File: config.mk
export PLATFORM = sky130hd
export DESIGN_NAME = seq_fsm
export DESIGN_NICKNAME = d
export VERILOG_FILES = /design/src/rtl/seq_fsm_pkg.sv /design/src/rtl/seq_dwell_timer.sv /design/src/rtl/seq_fsm.sv
export SDC_FILE = /design/constraint.sdc
export NUM_CORES = 1
export LEC_CHECK = 0
export CORE_UTILIZATION = 35
export CTS_BUF_LIST = sky130_fd_sc_hd__clkbuf_16
export CTS_CLUSTER_SIZE = 25
export DETAILED_ROUTE_END_ITERATION = 7
export GPL_TIMING_DRIVEN = 0
export HOLD_SLACK_MARGIN = 0.15
export RECOVER_POWER = 100
export SLEW_MARGIN = 20
export SYNTH_ARGS = -nofsm -noshare
export SYNTH_HDL_FRONTEND = slang
export SYNTH_SLANG_ARGS = --single-unit
File: constraint.sdc
create_clock -name clk -period 3.8 [get_ports clk]
set_input_delay 0.76 -clock clk [delete_from_list [all_inputs] [get_ports clk]]
set_output_delay 0.76 -clock clk [all_outputs]
set_load 0.05 [all_outputs]
File: src/rtl/seq_fsm_pkg.sv
// seq_fsm shared definitions.
// Stepping-mode encodings for the cyclic sequencer.
package seq_fsm_pkg;

  localparam int MODE_W = 2;

  typedef logic [MODE_W-1:0] mode_t;

  localparam mode_t MODE_UP       = 2'b00;
  localparam mode_t MODE_DOWN     = 2'b01;
  localparam mode_t MODE_PINGPONG = 2'b10;

endpackage

File: src/rtl/seq_dwell_timer.sv
// seq_dwell_timer: per-state dwell counter.
// Raises step on the enabled cycle that ends the dwell.
module seq_dwell_timer #(
  parameter int DWELL_W = 8
) (
  input  logic               clk,
  input  logic               reset_n,
  input  logic               clear,
  input  logic               en,
  input  logic [DWELL_W-1:0] dwell,
  output logic               step
);

  logic [DWELL_W-1:0] cnt_q;
  logic [DWELL_W-1:0] cnt_d;

  // >= so a dwell lowered below the count ends it at once
  assign step = en && !clear && (cnt_q >= dwell);

  // Count enabled cycles; restart on clear or step
  always_comb begin
    cnt_d = cnt_q;
    if (clear || step) begin
      cnt_d = '0;
    end else if (en) begin
      cnt_d = cnt_q + DWELL_W'(1);
    end
  end

  // Dwell count register
  always_ff @(posedge clk or negedge reset_n) begin
    if (!reset_n) begin
      cnt_q <= '0;
    end else begin
      cnt_q <= cnt_d;
    end
  end

endmodule

File: src/rtl/seq_fsm.sv
// seq_fsm: N-state cyclic sequencer with dwell,
// up/down/ping-pong stepping, load and wrap pulse.
module seq_fsm
  import seq_fsm_pkg::*;
#(
  parameter int N_STATES    = 3,
  parameter int DWELL_W     = 8,
  parameter int RESET_STATE = 0,
  localparam int SW =
    ($clog2(N_STATES) > 1) ? $clog2(N_STATES) : 1
) (
  input  logic                clk,
  input  logic                reset_n,
  input  logic                en,
  input  logic [1:0]          mode,
  input  logic [DWELL_W-1:0]  dwell,
  input  logic                load,
  input  logic [SW-1:0]       load_state,
  output logic [SW-1:0]       state_out,
  output logic [N_STATES-1:0] state_onehot,
  output logic                wrap
);

  localparam logic [SW-1:0] LAST = SW'(N_STATES - 1);
  localparam logic [SW-1:0] RST  = SW'(RESET_STATE);
  localparam logic [SW-1:0] ONE  = SW'(1);

  logic [SW-1:0] state_q, state_d;
  logic          dir_q, dir_d;
  logic          wrap_q, wrap_d;
  logic          step;
  mode_t         mode_m;

  assign mode_m = mode_t'(mode);

  seq_dwell_timer #(
    .DWELL_W(DWELL_W)
  ) u_dwell (
    .clk    (clk),
    .reset_n(reset_n),
    .clear  (load),
    .en     (en),
    .dwell  (dwell),
    .step   (step)
  );

  // Next state, direction and wrap: load > advance > hold
  always_comb begin
    state_d = state_q;
    dir_d   = dir_q;
    wrap_d  = 1'b0;
    if (load) begin
      state_d = (load_state > LAST) ? '0 : load_state;
      dir_d   = 1'b0;
    end else if (step) begin
      if (state_q > LAST) begin
        state_d = '0;
      end else begin
        unique case (1'b1)
          (mode_m == MODE_DOWN): begin
            if (state_q == '0) begin
              state_d = LAST;
              wrap_d  = 1'b1;
            end else begin
              state_d = state_q - ONE;
            end
          end
          (mode_m == MODE_PINGPONG): begin
            if (!dir_q) begin
              if (state_q == LAST) begin
                state_d = LAST - ONE;
                dir_d   = 1'b1;
                wrap_d  = 1'b1;
              end else begin
                state_d = state_q + ONE;
              end
            end else begin
              if (state_q == '0) begin
                state_d = ONE;
                dir_d   = 1'b0;
                wrap_d  = 1'b1;
              end else begin
                state_d = state_q - ONE;
              end
            end
          end
          default: begin
            if (state_q == LAST) begin
              state_d = '0;
              wrap_d  = 1'b1;
            end else begin
              state_d = state_q + ONE;
            end
          end
        endcase
      end
    end
  end

  // State, direction and wrap registers
  always_ff @(posedge clk or negedge reset_n) begin
    if (!reset_n) begin
      state_q <= RST;
      dir_q   <= 1'b0;
      wrap_q  <= 1'b0;
    end else begin
      state_q <= state_d;
      dir_q   <= dir_d;
      wrap_q  <= wrap_d;
    end
  end

  assign state_out    = state_q;
  assign state_onehot = N_STATES'(1) << state_q;
  assign wrap         = wrap_q;

endmodule

==> summary.md, run 1 <==
| Metric | Value |
|---|---|
| Post-cts resize count | 0 |
| Fin nets | 172 |
| Sequential fraction of the synthesis area | 29.5% |
| Cell Int Power | 310 uW |
| Top-area cell type share of the netlist area | 29.5% |
| Setup tns final | 0 ps |
| Layout cells sized above 1 | under 10% |
| Total Routing Usage GR | about 14% |
| Clock power frac | between 40% and 50% |
| Largest net degree at the start of global routing | 13 |
| Initial DRC count | 14 |
| Congestion Overflow GR | 0 |
| Nature of the critical path endpoint | flip-flop |
| Finished Layout Cells | 168 |
| DP Cell Count | 164 |
| Post-CTS setup buffers | 0 |
| Later-pin clock latency in the skew report | 230 ps |
| Yosys top cell by area | dfrtp_1 |
| Clk pin slew, worst setup/hold paths | 40 ps |
| Root buffer cell | clkbuf_16 |
| Ys async rst share | 100% |
| Ys Warns | 0 |
| Finished Cell Area | 1320 um2 |
| Relative slew slack | between 40 and 50% |
| Status | finished, final reports clean |
| Sw Ratio | 25.8% |
| Ys flop type | dfrtp_1 |
| Initial antenna violation count | 0 |
| DP Worst Slack | 971 ps |
| Slew @ Worst Pin | 783 ps |
| Post-route DRC violation count | 0 |
| # setup viols final | 0 |
| Synth area leaders | dfrtp_1 (30%), ha_1 (22%), inv_1 (6.3%), nand2_1 (3.7%), nor2_1 (3.7%) |
| Total wire length | ~2.1 mm |
| Syn avg cell area | 9.08 um2 |
| Flop pwr share | about 33% |
| CTS HTree Levels | 1 |
| Maxcap violations | 0 |
| Row count | 19 |
| Starting Density | 36.9% |
| Cells after Synth | approximately 110 |
| PortBufs | 21 |
| Hold_ws | roughly 570 ps |
| Hold crit path type | reg2reg |
| Sink Count | 12 |
| Post-route ant nets | 0 |
| Area Overhead vs Synth | 29.9% |
| Crit path time final | 3110 ps |
| Hold Buf Count CTS | 0 |
| Crit Path Class | in2reg |
| Die height | 55.9 um |
| Critical path peak fanout | 9 |
| Net Sw Power | 108 uW |
| Ports | 22 |
| Final period util | 81.7% |
| Unique masters post-synth | 31 |
| VDD IR max | 0.166 mV |
| RSZ-0062 raised after global routing | false |
| Clk buf depth | 2 |
| Mapped Area | approximately 1000 um2 |
| CP required | 3920 ps |
| Synth Register Bits | 12 |
| Total CTS buffers | 3 |
| Dpl cell area | 1270 um2 |
| WL/cell | ~12 um |
| Antenna diode count | 0 |
| Startpoint types | primary input |
| RePlAce Congestion | 0.775 |
| Pwr per Cell Area | ~320 nW/um2 |
| Slew Viols, Final | 0 |
| Post-detail-place hpwl | 1.59 mm |
| WP data arrival | 3230 ps |
| First-pass GRT wire length | ~3.5 mm |
| Die footprint | 3130 um2 |
| CTS tree | built |
| DR vias/cell | 4.99 |
| Fmax | 322 MHz |
| Number of enable flip-flop cells after synthesis | 0 |
| TritonRoute pass-1 iters | 4 |
| Synthesized net count | 146 |
| Layout fillers | 280 |
| Final hold violation count | 0 |
| Core area | 2760 um2 |
| Post-route worst setup slack | 694 ps |
| Static Leak | 0.639 nW |
| Fin util | 47.9% |
| Logic gate share of total power | 21.5% |
| Pwr Total | 418 uW |
| Worst Skew | ~0.42 ps |
| DR vias | approximately 840 |
| Die Wd | approximately 56 um |
| Number of global-route vias before repair | 881 |
critical path: stages:
cell and delay (ps):
dlygate4sd3_1 540, ha_1 280, nand2b_1 140, a2111o_1 410
a31oi_1 650, a2111oi_0 170, o31a_1 270
worst paths after layout:
check	from	to	slack (ps)	cells after the start
min in group asynchronous	reset_n	u_dwell.cnt_q[7]	950	1
worst min-delay path	u_dwell.cnt_q[7]	u_dwell.cnt_q[7]	570	2
max in group asynchronous	reset_n	u_dwell.cnt_q[1]	2490	1
worst max register to register	u_dwell.cnt_q[0]	state_out[0]	1320	7
worst max-delay path	dwell[0]	state_out[0]	690	7
worst min register to register	u_dwell.cnt_q[7]	u_dwell.cnt_q[7]	570	2
registers in the layout (all words and copies together) (netlist names):
signal	flops
state_out	2
wrap	1
dir_q	1
u_dwell.cnt_q	8
kinds of logic after synthesis:
logic type / share of synthesized area (%)
adders and majority gates: 22.1
xor gates and xnor gates: 4.31
muxes: 1.97
buffers and inverters: 7.13
DFF: 29.5
AOI/OAI and AO/OA: 16.6
and+or+nand+nor: 18.3
per-layer routing:
metal | up-vias | part of all wire, % | GRT usage [%]
met1 | 376 | 43 | 16.0
met4 | 0 | 0.87 | 7.32
li1 | 438 | - | -
met2 | 22 | 51 | 26.3
met3 | 2 | 5.0 | 2.09
met5 | - | 0 | 0
placed cells by master (no fill, tap or decap), drive strengths merged, types with 2 or more instances in the layout:
| cell | Yosys | final |
|---|---|---|
| dfrtp | 12 | 12 |
| o21ai | 3 | 3 |
| nand2b | 5 | 5 |
| xor2 | 3 | 3 |
| o2111ai | 2 | 2 |
| dlygate4sd3 | 0 | 8 |
| nor2 | 10 | 10 |
| xnor2 | 2 | 2 |
| nand2 | 10 | 10 |
| clkbuf | 0 | 3 |
| nand3 | 5 | 5 |
| inv | 17 | 17 |
| nor4b | 2 | 2 |
| ha | 18 | 18 |
| mux2i | 2 | 2 |
| clkdlybuf4s50 | 0 | 13 |
| a21oi | 4 | 4 |
| a222oi | 2 | 2 |
layout make-up:
class | count | area, um2 | area share [%]
clock inverters | 1 | 3.75 | 0.284
well taps | 31 | 38.8 | 2.94
plain buffers | 1 | 8.76 | 0.663
multi-input cells | 82 | 621 | 47.0
inverters | 17 | 63.8 | 4.83
flip-flops and latches | 12 | 300 | 22.7
clock buffers | 3 | 75.1 | 5.68
repair buffers | 21 | 210 | 15.9
Yosys cell counts, types with 2 or more instances:
cell type	number
xnor2_1	2
a21oi_1	4
o21ai_0	3
dfrtp_1	12
xor2_1	3
ha_1	18
nand2b_1	4
nand3_1	5
mux2i_1	2
nor4b_1	2
inv_1	17
o2111ai_1	2
a222oi_1	2
nand2_1	10
nor2_1	10
power by group through the flow:
stage	clock, mW	sequential [mW]	combinational [mW]
after floorplan	0	0.145	0.0539
after global placement	0	0.140	0.0941
after detailed placement	0	0.140	0.0962
after CTS	0.193	0.139	0.0970
after global routing	0.202	0.139	0.0994
final	0.189	0.139	0.0898
No activity file was read; power rests on OpenSTA's default activity.
==> run 2: changes to the inputs <==
clock period = 2.7 ns   (was 3.8 ns; I/O delays follow)
==> summary.md, run 2 (synthesis gave the netlist of run 1 again) <==
| Metric | Value |
|---|---|
| CTS HTree Levels | 1 (unchanged) |
| PortBufs | 21 (unchanged) |
| Core area | 2760 um2 (unchanged) |
| Hold Buf Count CTS | 0 (unchanged) |
| Clk buf depth | 2 (unchanged) |
| Sw Ratio | 25.9% (+0.036 points) |
| Slew @ Worst Pin | 543 ps (-240 ps) |
| Cell Int Power | 436 uW (+41%) |
| Total Routing Usage GR | 14.3% (unchanged) |
| Hold path cells | 2 (unchanged) |
| Ports | 22 (unchanged) |
| Pwr Total | 589 uW (+41%) |
| Total wire length | 2.06 mm (-0.39%) |
| Critical path peak fanout | 9 (unchanged) |
| Hold_ws | 565 ps (unchanged) |
| Most frequent cells in the layout | ha_1 (18), inv_1 (17), clkdlybuf4s50_1 (14), dfrtp_1 (12) |
| Post-CTS setup buffers | 0 (unchanged) |
| Clock power frac | 45.3% (about the same) |
| CP required | 2160 ps (-1760 ps) |
| Maxcap violations | 0 (unchanged) |
| Fmax | 389 MHz |
| Total CTS buffers | 3 (unchanged) |
| Row count | 19 (unchanged) |
| Fin nets | 172 (unchanged) |
| Post-route ant nets | 0 (unchanged) |
| Die footprint | 3130 um2 (unchanged) |
| Startpoint types | flip-flop |
| Congestion Overflow GR | 0 (unchanged) |
| Layout cells sized above 1 | 3.65% (+0.73 points) |
| DR vias | 835 (-0.36%) |
| Crit path time final | ~2600 ps |
| Status | finished, final reports clean |
| First-pass GRT wire length | 3.54 mm (unchanged) |
| WP data arrival | 2030 ps (-1200 ps) |
| Die Wd | 55.9 um (unchanged) |
| Crit Path Class | reg2out |
| Nature of the critical path endpoint | output port |
| Reg with most FFs | u_dwell.cnt_q |
| Post-cts resize count | 0 (unchanged) |
| Initial DRC count | 15 (+1) |
| DR vias/cell | 4.97 (-0.36%) |
| Initial antenna violation count | 0 (unchanged) |
| WL/cell | 12.2 um (-0.39%) |
| Relative slew slack | 63.7% (+16 points) |
| Final hold violation count | 0 (unchanged) |
| Worst reg2reg path depth | 7 (unchanged) |
| Later-pin clock latency in the skew report | 230 ps (about the same) |
| Antenna diode count | 0 (unchanged) |
| Number of global-route vias before repair | 881 (unchanged) |
| Logic gate share of total power | 21.6% (about the same) |
| Static Leak | 0.640 nW (about the same) |
| TritonRoute pass-1 iters | 4 (unchanged) |
| Most common cell after layout, fill and taps aside | ha_1 |
| Post-route DRC violation count | 0 (unchanged) |
| Hold crit path type | reg2reg |
| Sink Count | 12 (unchanged) |
| VDD IR max | 0.234 mV (+41%) |
| Largest net degree at the start of global routing | 13 (unchanged) |
| # setup viols final | 0 (unchanged) |
| RSZ-0062 raised after global routing | false |
| Clk pin slew, worst setup/hold paths | 40 ps (about the same) |
| CTS tree | built |
| Area Overhead vs Synth | 30.5% |
| Starting Density | 36.9% (unchanged) |
| Flop pwr share | 33.1% (about the same) |
| Worst Skew | 0.424 ps (unchanged) |
| Fin util | 48.1% (+0.23 points) |
| Pwr per Cell Area | 443 nW/um2 (+40%) |
| Largest register FFs | 8 (unchanged) |
| Final period util | 95.3% |
| Root buffer cell | clkbuf_16 |
| Die height | 55.9 um (unchanged) |
| Post-detail-place hpwl | 1.59 mm (unchanged) |
| Net Sw Power | 152 uW (+41%) |
| Slew Viols, Final | 0 (unchanged) |
| RePlAce Congestion | 0.775 (unchanged) |
| Setup tns final | 0 ps (unchanged) |
==> run 2: changes by cell type in the layout (fill, tap and decap cells not counted), sizes merged <==
cell,delta
clkdlybuf4s50,+1
dlygate4sd3,-1
==> run 2: final cells by class <==
| type | instances | area (um2) |
|---|---|---|
| fillers | 279 | 1430 |
| multi-input cells | 82 | 627 |
| inverters | 17 | 63.8 |
| clock buffers | 3 | 75.1 |
| repair buffers | 21 | 210 |
| plain buffers | 1 | 8.76 |
| well taps | 31 | 38.8 |
| flip-flops and latches | 12 | 300 |
| clock inverters | 1 | 3.75 |
==> run 2: power by group through the flow <==
stage | combinational [mW] | clock [mW] | sequential (mW)
3_5_place_dp | 0.135 | 0 | 0.197
5_1_grt | 0.141 | 0.284 | 0.196
2_1_floorplan | 0.0759 | 0 | 0.204
6_report | 0.127 | 0.267 | 0.195
4_1_cts | 0.137 | 0.272 | 0.195
3_3_place_gp | 0.132 | 0 | 0.197
==> run 2: critical path, cell delays in order, from the launching register on <==
cell and delay (ps):
dfrtp_1 490, inv_1 160, ha_1 250, dlygate4sd3_1 900
==> run 2: layer usage <==
layer  track usage [%]  part of all wire (%)  vias up
li1                  -                     -      437
met1              16.0                    43      374
met2              26.3                    50       22
met3              2.09                   5.1        2
met4              7.32                  0.88        0
met5                 0                     0        -
==> run 2: through the flow <==
step / std cells / instance area, um2 / worst slack [ps]
floorplan: 112 / 1020 / 449
global placement: 164 / 1270 / 108
detailed placement: 164 / 1270 / 91.1
CTS: 168 / 1350 / 184
global route: 168 / 1330 / 60.1
finish: 168 / 1330 / 127
==> run 2: worst paths after layout <==
check	to	startpoint	slack, ps
worst max-delay path	state_onehot[0]	state_out[0]	130
worst min-delay path	u_dwell.cnt_q[7]	u_dwell.cnt_q[7]	570
worst max register to register	state_out[0]	u_dwell.cnt_q[0]	470
worst min register to register	u_dwell.cnt_q[7]	u_dwell.cnt_q[7]	570
max in group asynchronous	u_dwell.cnt_q[1]	reset_n	1610
min in group asynchronous	u_dwell.cnt_q[7]	reset_n	730
==> run 3: changes to the inputs <==
SYNTH_HIERARCHICAL = 1   (was default)
==> summary.md, run 3 <==
| Metric | Value |
|---|---|
| Net Sw Power | 161 uW (+5.9%) |
| Startpoint types | primary input |
| CTS HTree Levels | 1 (unchanged) |
| Met3 usage | 4.76% (+2.7 points) |
| RR Startpoint | u_dwell/cnt_q[0] |
| Maxcap violations | 0 (unchanged) |
| WP data arrival | 2750 ps (+720 ps) |
| Layout cells sized above 1 | 11.3% (+7.6 points) |
| Failing checks | design-rule violations |
| Total wire length | 2.28 mm (+11%) |
| Sw Ratio | 26.9% (+0.97 points) |
| Worst Skew | 0.512 ps (+0.0876 ps) |
| Final period util | 96.4% (+1.1 points) |
| Post-detail-place hpwl | 1.80 mm (+13%) |
| Complex-gate fraction of the synthesized area | 17.0% (+0.43 points) |
| DR vias | 901 (+7.9%) |
| Logic gate share of total power | 23.3% (+1.7 points) |
| Static Leak | 0.631 nW (-1.3%) |
| Unique masters post-synth | 34 (+9.7%) |
| Fmax | 384 MHz (-1.1%) |
| Synthesized net count | 151 (+3.4%) |
| Pwr Total | 601 uW (+2.1%) |
| DP Cell Count | 169 (+3.0%) |
| Die Wd | 57.4 um (+2.6%) |
| Multiplexer share of the synthesized area | 4.43% (+2.5 points) |
| Dpl cell area | 1320 um2 (+4.3%) |
| CTS tree | built |
| Antenna diode count | 0 (unchanged) |
| PortBufs | 21 (unchanged) |
| Crit path time final | 2600 ps (+29.0 ps) |
| Number of enable flip-flop cells after synthesis | 0 (unchanged) |
| Post-Synth Adder-Cell Area | 21.0% (-1.1 points) |
| Initial DRC count | 24 (+9) |
| Total CTS buffers | 3 (unchanged) |
| Later-pin clock latency in the skew report | 240 ps (about the same) |
| RePlAce Congestion | 0.802 (+3.4%) |
| Ys flop type | dfrtp_1 |
| Met2 GRT Util | 24.6% (-1.7 points) |
| FF-to-FF End | state_out[1] |
| M1 GR Usage | 21.4% (+5.4 points) |
| R2r setup slk | 390 ps (-80 ps) |
| Final hold violation count | 0 (unchanged) |
| Clock power frac | 44.0% (-1.3 points) |
| Sequential fraction of the synthesis area | 28.0% (-1.5 points) |
| Root buffer cell | clkbuf_16 |
| Status | finished, violations left |
| WL/cell | 13.2 um (+7.8%) |
| Yosys top cell by area | dfrtp_1 |
| Slew Viols, Final | 0 (unchanged) |
| Slew @ Worst Pin | 581 ps (+38.0 ps) |
| Syn avg cell area | 9.16 um2 (+0.91%) |
| Largest register FFs | 8 (unchanged) |
| Ys Warns | 6 (+6) |
| Worst reg2reg path depth | 8 (+1) |
| Worst Hold Endpoint | u_dwell/cnt_q[0] |
| CP required | 2850 ps (+690 ps) |
| TritonRoute pass-1 iters | 5 (+1) |
| Post-route worst setup slack | 98.0 ps (-29.0 ps) |
| Finished Layout Cells | 173 (+3.0%) |
| Ys async rst share | 100% (unchanged) |
| Post-route ant nets | 0 (unchanged) |
| # setup viols final | 0 (unchanged) |
| Area Overhead vs Synth | 33.7% |
| Initial antenna violation count | 0 (unchanged) |
| Clk buf depth | 2 (unchanged) |
| Pwr per Cell Area | 419 nW/um2 (-5.5%) |
| Die footprint | 3290 um2 (+5.2%) |
| Core area | 2830 um2 (+2.6%) |
| Synth Register Bits | 12 (unchanged) |
| Hold crit path type | reg2reg |
| Top-area cell type share of the netlist area | 28.0% (-1.5 points) |
| Hold path cells | 2 (unchanged) |
| GRT busiest layer | met2 |
| Finished Cell Area | 1430 um2 (+8.0%) |
| Crit Path Class | in2reg |
| Post-route DRC violation count | 6 (+6) |
| VDD IR max | 0.265 mV (+13%) |
| Total Routing Usage GR | 16.0% (+1.6 points) |
| RSZ-0062 raised after global routing | false |
| Largest net degree at the start of global routing | 13 (unchanged) |
| DR vias/cell | 5.21 (+4.8%) |
| Post-synthesis simple-gate area fraction | 19.5% (+1.2 points) |
| Most frequent cells in the layout | inv_1 (17), ha_1 (17), clkdlybuf4s50_1 (14), dfrtp_1 (12), nand2_1 (9) |
| Top post-synthesis cells by count | ha_1 (18), inv_1 (17), dfrtp_1 (12), nand2_1 (9), nand3_1 (6) |
| Cells after Synth | 117 (+4.5%) |
| Relative slew slack | 61.2% (-2.5 points) |
| Ports | 22 (unchanged) |
| Mapped Area | 1070 um2 (+5.4%) |
| Reg with most FFs | u_dwell/cnt_q |
| Congestion Overflow GR | 0 (unchanged) |
| Sink Count | 12 (unchanged) |
| Count leader, synth | ha_1 |
| Number of global-route vias before repair | 891 (+1.1%) |
| Die height | 57.4 um (+2.6%) |
| Flop pwr share | 32.6% (-0.5 points) |
| Hold_sp | u_dwell/cnt_q[0] |
| First-pass GRT wire length | 3.99 mm (+13%) |
| Critical path peak fanout | 4 (-5) |
| XOR/XNOR Fraction of Synth Area | 2.45% (-1.9 points) |
| Largest family of logic cells by synthesized area | adder cells |
| Row count | 19 (unchanged) |
| Starting Density | 37.9% (+1.0 points) |
| DP Worst Slack | -454 ps (-545 ps) |
| Nature of the critical path endpoint | flip-flop |
| Synth area leaders | dfrtp_1 (28%), ha_1 (21%), inv_1 (6.0%), nand2_1 (3.2%), nand3_1 (2.8%) |
| Clk pin slew, worst setup/hold paths | 40 ps (about the same) |
| Cell Int Power | 440 uW (+0.76%) |
| Fin nets | 178 (+3.5%) |
## run 3: metal layers
metal  wire [um]  part of all wire (%)
met1        1140                    50
met4          25                   1.1
met3          76                   3.3
met2        1040                    46
met5           0                     0
## run 3: worst max path at each step
stage / from / end / slack [ps] / depth (start not counted)
after detailed placement: dwell[7] / state_out[1] / -450 / 9
after global placement: dwell[7] / state_out[1] / -440 / 9
after global routing: dwell[6] / state_out[1] / 20 / 9
final: dwell[1] / state_out[1] / 100 / 9
after CTS: dwell[7] / state_out[1] / 20 / 9
after floorplan: dwell[7] / state_out[0] / 430 / 8
## run 3: layout make-up
type,instances,area (um2)
plain buffers,3,16.3
clock buffers,3,75.1
repair buffers,22,214
fillers,276,1400
flip-flops and latches,12,300
inverters,17,63.8
multi-input cells,85,726
well taps,31,38.8
## run 3: worst max-delay path, cell delays in order
cell	delay [ps]
clkdlybuf4s50_1	450
inv_1	40
ha_1	260
o21ai_0	120
a221oi_2	330
o21ai_1	100
nor2_1	210
or3b_4	440
o31ai_4	250
## run 3: repair_timing
item                       in CTS  in global routing
pin swaps                       0                  1
resized for setup               1                  5
setup buffers                   1                  0
hold buffers                    0                  0
setup endpoints to repair       4                  1
## run 3: power by group through the flow
| stage | clock, mW | sequential [mW] | combinational, mW |
|---|---|---|---|
| 2_1_floorplan | 0 | 0.205 | 0.0767 |
| 3_3_place_gp | 0 | 0.199 | 0.134 |
| 3_5_place_dp | 0 | 0.199 | 0.137 |
| 4_1_cts | 0.270 | 0.196 | 0.139 |
| 5_1_grt | 0.281 | 0.198 | 0.155 |
| 6_report | 0.265 | 0.196 | 0.140 |
## run 3: cells by family (layout without fill, tap and decap cells)
| group | Yosys count | count (layout) |
|---|---|---|
| simple gates | 38 | 38 |
| compound gates | 22 | 22 |
| buf+inv | 20 | 45 |
| fa+ha+maj | 18 | 18 |
| flops | 12 | 12 |
| mux | 4 | 4 |
| xor+xnor | 3 | 3 |
## run 3: per-stage QoR
step                setup TNS, ps  util [%]  hold slack [ps]
finish                          0      50.7              577
global route                    0      50.7              629
CTS                             0      49.8              581
detailed placement          -1410      46.7              571
global placement            -1380      46.7              566
floorplan                       0         -              244
